<file path="src/rtl/control_sequencer.sv">
// Control sequencer for the single-bus datapath: fetches via T0-T2, then
// executes ALU, multiply/divide, no-op and halt instructions in T3-T6.
module control_sequencer #(
    parameter int ICOUNT_W = 16
) (
    input  logic                clk,
    input  logic                clear,
    input  logic [31:0]         ir,
    output logic                PCout,
    output logic                Zlowout,
    output logic                Zhighout,
    output logic                MDRout,
    output logic                MARin,
    output logic                Zin,
    output logic                PCin,
    output logic                MDRin,
    output logic                IRin,
    output logic                Yin,
    output logic                HIin,
    output logic                LOin,
    output logic                IncPC,
    output logic                Read,
    output logic                Gra,
    output logic                Grb,
    output logic                Grc,
    output logic                Rin,
    output logic                Rout,
    output logic [4:0]          Operator,
    output logic                Run,
    output logic [ICOUNT_W-1:0] icount
);

    typedef enum logic [3:0] {
        RST,
        T0,
        T1,
        T2,
        T3,
        T4,
        T5,
        T6,
        HALT
    } state_t;

    state_t     state;
    logic [4:0] opcode;
    logic       is_alu;
    logic       is_muldiv;
    logic       is_halt;
    logic       unused_ir;

    assign opcode    = ir[31:27];
    assign is_alu    = (opcode >= 5'b00011) && (opcode <= 5'b01101);
    assign is_muldiv = (opcode == 5'b01110) || (opcode == 5'b01111);
    assign is_halt   = (opcode == 5'b11011);
    assign unused_ir = ^ir[26:0];

    always_ff @(posedge clk) begin
        if (clear) begin
            state  <= RST;
            icount <= '0;
        end else begin
            if (state == T0) begin
                icount <= icount + ICOUNT_W'(1);
            end
            case (state)
                RST:     state <= T0;
                T0:      state <= T1;
                T1:      state <= T2;
                T2:      state <= T3;
                T3: begin
                    if (is_alu || is_muldiv) begin
                        state <= T4;
                    end else if (is_halt) begin
                        state <= HALT;
                    end else begin
                        state <= T0;
                    end
                end
                T4:      state <= T5;
                T5:      state <= is_muldiv ? T6 : T0;
                T6:      state <= T0;
                HALT:    state <= HALT;
                default: state <= RST;
            endcase
        end
    end

    // Decoded from the state register and the live ir: IR is loaded on the
    // very edge that enters T3, so a pre-registered decode would see the
    // previous instruction during T3.
    always_comb begin
        PCout    = 1'b0;
        Zlowout  = 1'b0;
        Zhighout = 1'b0;
        MDRout   = 1'b0;
        MARin    = 1'b0;
        Zin      = 1'b0;
        PCin     = 1'b0;
        MDRin    = 1'b0;
        IRin     = 1'b0;
        Yin      = 1'b0;
        HIin     = 1'b0;
        LOin     = 1'b0;
        IncPC    = 1'b0;
        Read     = 1'b0;
        Gra      = 1'b0;
        Grb      = 1'b0;
        Grc      = 1'b0;
        Rin      = 1'b0;
        Rout     = 1'b0;
        Operator = 5'b00000;
        Run      = (state != RST) && (state != HALT);
        case (state)
            T0: begin
                PCout = 1'b1;
                MARin = 1'b1;
                IncPC = 1'b1;
                Zin   = 1'b1;
            end
            T1: begin
                Zlowout = 1'b1;
                PCin    = 1'b1;
                Read    = 1'b1;
                MDRin   = 1'b1;
            end
            T2: begin
                MDRout = 1'b1;
                IRin   = 1'b1;
            end
            T3: begin
                if (is_alu || is_muldiv) begin
                    Grb  = 1'b1;
                    Rout = 1'b1;
                    Yin  = 1'b1;
                end
            end
            T4: begin
                Grc      = 1'b1;
                Rout     = 1'b1;
                Zin      = 1'b1;
                Operator = opcode;
            end
            // Low half of a product/quotient goes to LO; otherwise Z returns to rA.
            T5: begin
                Zlowout = 1'b1;
                if (is_muldiv) begin
                    LOin = 1'b1;
                end else begin
                    Gra = 1'b1;
                    Rin = 1'b1;
                end
            end
            T6: begin
                Zhighout = 1'b1;
                HIin     = 1'b1;
            end
            default: begin
            end
        endcase
    end

endmodule

</file>
<file path="config.mk">
export PLATFORM = sky130hd
export DESIGN_NAME = control_sequencer
export DESIGN_NICKNAME = d
export VERILOG_FILES = /design/src/rtl/control_sequencer.sv
export SDC_FILE = /design/constraint.sdc
export NUM_CORES = 1
export LEC_CHECK = 0
export CAP_MARGIN = 20
export CORE_ASPECT_RATIO = 0.5
export CORE_MARGIN = 5
export CORE_UTILIZATION = 38
export DETAILED_ROUTE_END_ITERATION = 6
export HOLD_SLACK_MARGIN = 0.1
export PLACE_DENSITY = 0.87
export SYNTH_ARGS = -nofsm -noshare
export SYNTH_HDL_FRONTEND = slang
export SYNTH_SLANG_ARGS = --single-unit
export TNS_END_PERCENT = 50
</file>
<file path="constraint.sdc">
create_clock -name clk -period 5.65 [get_ports clk]
set_clock_uncertainty 0.05 [all_clocks]
set_input_delay 1.13 -clock clk [delete_from_list [all_inputs] [get_ports clk]]
set_output_delay 1.13 -clock clk [all_outputs]
set_load 0.02 [all_outputs]
</file>
==> impl_metrics.csv <==
group,metric,value,unit
status,status,"finished, final reports clean",
route,wl_per_cell,12.7,µm
floorplan,fp-row-count,14,
yosys,synthTopCellsByArea,"dfxtp_1 (35%), xnor2_1 (6.9%), nor2_1 (6.6%), buf_4 (5.9%), nor4_2 (4.4%)",
placed_design,pre_cts_ws,1.57,ns
floorplan,coreArea,0.00294,mm²
global_route,grt_max_degree,24,
timing,tns,0,ns
yosys,synth_compound_area_share,6.68,%
route,drc,0,
clocking,post_cts_buffers,0,
clocking,numCtsBuffers,3,
yosys,yosys_warnings,0,
global_route,grt-ovfl-total,0,
power,irDropWorstVdd,75.8,µV
placed_design,gp_congestion,0.790,
critical_path,critPathLaunchType,"input pin",
yosys,synth_top_cell_by_area,"dfxtp_1",
yosys,synthesis.instances,135,
critical_path,worstSetupPathType,"input pin to output port",
critical_path,arrival,2.91,ns
clocking,cts_sinks,20,
yosys,muxShareOfSynthArea,2.96,%
layout,drive_above_1_share,6.43,%
layout,final_area,0.00163,mm²
timing,tightest_slew,0.781,ns
global_route,grt_first_pass_wirelength,4660,µm
layout,fin_util,55.5,%
timing,relSlewSlack,47.8,%
route,vias,1030,
route,wl,2680,µm
yosys,ys_seq_elements,20,
layout,fin_nets,207,
job,drv_cap,0,
yosys,synth_top_family_by_area,"simple AND/OR/NAND/NOR gates",
floorplan,initial_core_util,38.8,%
timing,layout_setup_ws,1.56,ns
route,detail-route-antenna-nets,0,
power,power_density,211,mW/mm²
power,power,0.345,mW
critical_path,crit_path_max_fanout,4,
critical_path,crit_required,4.47,ns
timing,setup_viol,0,
hold_path,hp-class,"flop to flop",
timing,hold_viol,0,
timing,holdWs,0.460,ns
clocking,clockBufferDepth,2,
timing,min_period_over_period,72.4,%
yosys,synth-simple-area-share,36.0,%
floorplan,io_pins,75,
route,drt_iter0_drc,47,
yosys,yosys.area_share.adder,1.10,%
clocking,clkTransAtPathRegs,0.08,ns
placed_design,dpl.hpwl,2020,µm
yosys,ys_seq_area_share,35.0,%
yosys,synth_area,0.00114,mm²
global_route,antenna_found_initial,0,
clocking,cts-root-buf,"clkbuf_8",
yosys,synth_top_cell_area_share,35.0,%
yosys,syn_nets,170,
global_route,track_usage,13.1,%
clocking,cts_resized,0,
timing,fmax,245,MHz
floorplan,die_h,48.8,µm
clocking,holdBufCountCts,0,
layout,synthToLayoutAreaGrowth,43.0,%
layout,diodes,0,
clocking,h-tree-depth,1,
floorplan,die_w,87.5,µm
clocking,cts_tree,"built",
timing,min_period,4.09,ns
clocking,clk_latency,0.26,ns
yosys,syn-mean-instance-area,8.46,µm²
timing,rsz0062_at_grt,"no",
layout,final_cell_count_no_fill,211,
placed_design,dpl_cell_area,0.00156,mm²
yosys,synthXorXnorAreaFrac,8.43,%
yosys,yosysUniqueCellTypes,35,
placed_design,dp_cells,207,
placed_design,io_buffer_count,47,
route,dr.pass1.iters,4,
power,p_leak,0.549,nW
layout,num-fill-cells,262,
global_route,grt_pass1_vias,993,
floorplan,die_area,0.00427,mm²
critical_path,endpoint_kind,"output port",
timing,drv_slew,0,
route,viasPerCell,4.88,
## flip-flops by register name, indices dropped and copies added, names as in the netlist
register / count
state: 4
icount: 16
## final cells by class
type	instances	area [µm²]	area share, %
clock buffers	3	41.3	2.53
inverters	3	11.3	0.689
clock inverters	1	30.0	1.84
well taps	40	50.0	3.06
flip-flops and latches	20	400	24.5
multi-input cells	97	631	38.6
repair buffers	47	470	28.8
## cell usage after synthesis (all sizes together)
cell	number
dfxtp	20
ha	1
xor2	2
or4b	1
a2bb2oi	1
and3	1
a2111oi	1
xnor2	9
nand2b	5
nand4b	1
nor3b	1
buf	12
clkbuf	3
a21o	1
nor2b	3
nand2	7
nor2	20
inv	3
nor4b	1
a21oi	3
nand4	5
nor3	9
o31a	1
o21ai	1
or3	2
a211oi	2
nand3	6
nor4	5
o21a	1
mux2	3
and2	4
## worst max-delay path, stage by stage
cell and delay (ns):
clkdlybuf4s50_1 0.51, a211oi_1 0.09, nor2_1 0.11, nor4b_1 0.36, clkdlybuf4s50_1 0.69
## path summary, 6_finish.rpt
check / start / end / slack [ns] / depth (start not counted)
setup / recovery: ir[28] / Grb / 1.56 / 5
hold / removal: icount[1]$_SDFFE_PP0P_ / icount[1]$_SDFFE_PP0P_ / 0.46 / 2
setup reg to reg: state[0]$_SDFF_PP0_ / icount[15]$_SDFFE_PP0P_ / 3.52 / 4
hold reg to reg: icount[1]$_SDFFE_PP0P_ / icount[1]$_SDFFE_PP0P_ / 0.46 / 2
## metal layers
layer  vias to the layer above  wire [µm]  global-route usage [%]  part of all wire, %
li1                        534          -                       -                    -
met1                       466       1220                    16.3                   46
met2                        25       1310                    22.1                   49
met3                         5        112                    2.70                  4.2
met4                         0         30                    4.59                  1.1
met5                         -          0                       0                    0
## where the power goes
part | internal [mW] | switching, mW | total, mW | leakage, nW
Clock | 0.0946 | 0.0489 | 0.144 | 0.0357
Combinational | 0.0245 | 0.0284 | 0.0529 | 0.352
Sequential | 0.144 | 0.00493 | 0.149 | 0.162
Total | 0.263 | 0.0823 | 0.345 | 0.549
## kinds of logic after synthesis
logic type               after synthesis
AND/OR/NAND/NOR                       71
flip-flops                            20
AO/OA/AOI/OAI                         11
multiplexers                           3
buffers and inverters                 18
XOR/XNOR                              11
adder cells (fa/ha/maj)                1
## cells in the final DEF (no fill, tap or decap), types with 2 or more instances in the layout
master           instances
xor2_1                   2
a211oi_1                 2
inv_1                    2
or3_1                    2
nand3_1                  6
clkbuf_8                 3
dfxtp_1                 20
and2_1                   4
clkdlybuf4s50_1         47
nor3_1                   9
xnor2_1                  9
a21oi_1                  3
nand4_1                  5
nand2b_1                 5
nor2b_1                  3
nor4_2                   4
nor2_1                  20
mux2_1                   3
nand2_1                  7
(Power assumes the default switching activity.)
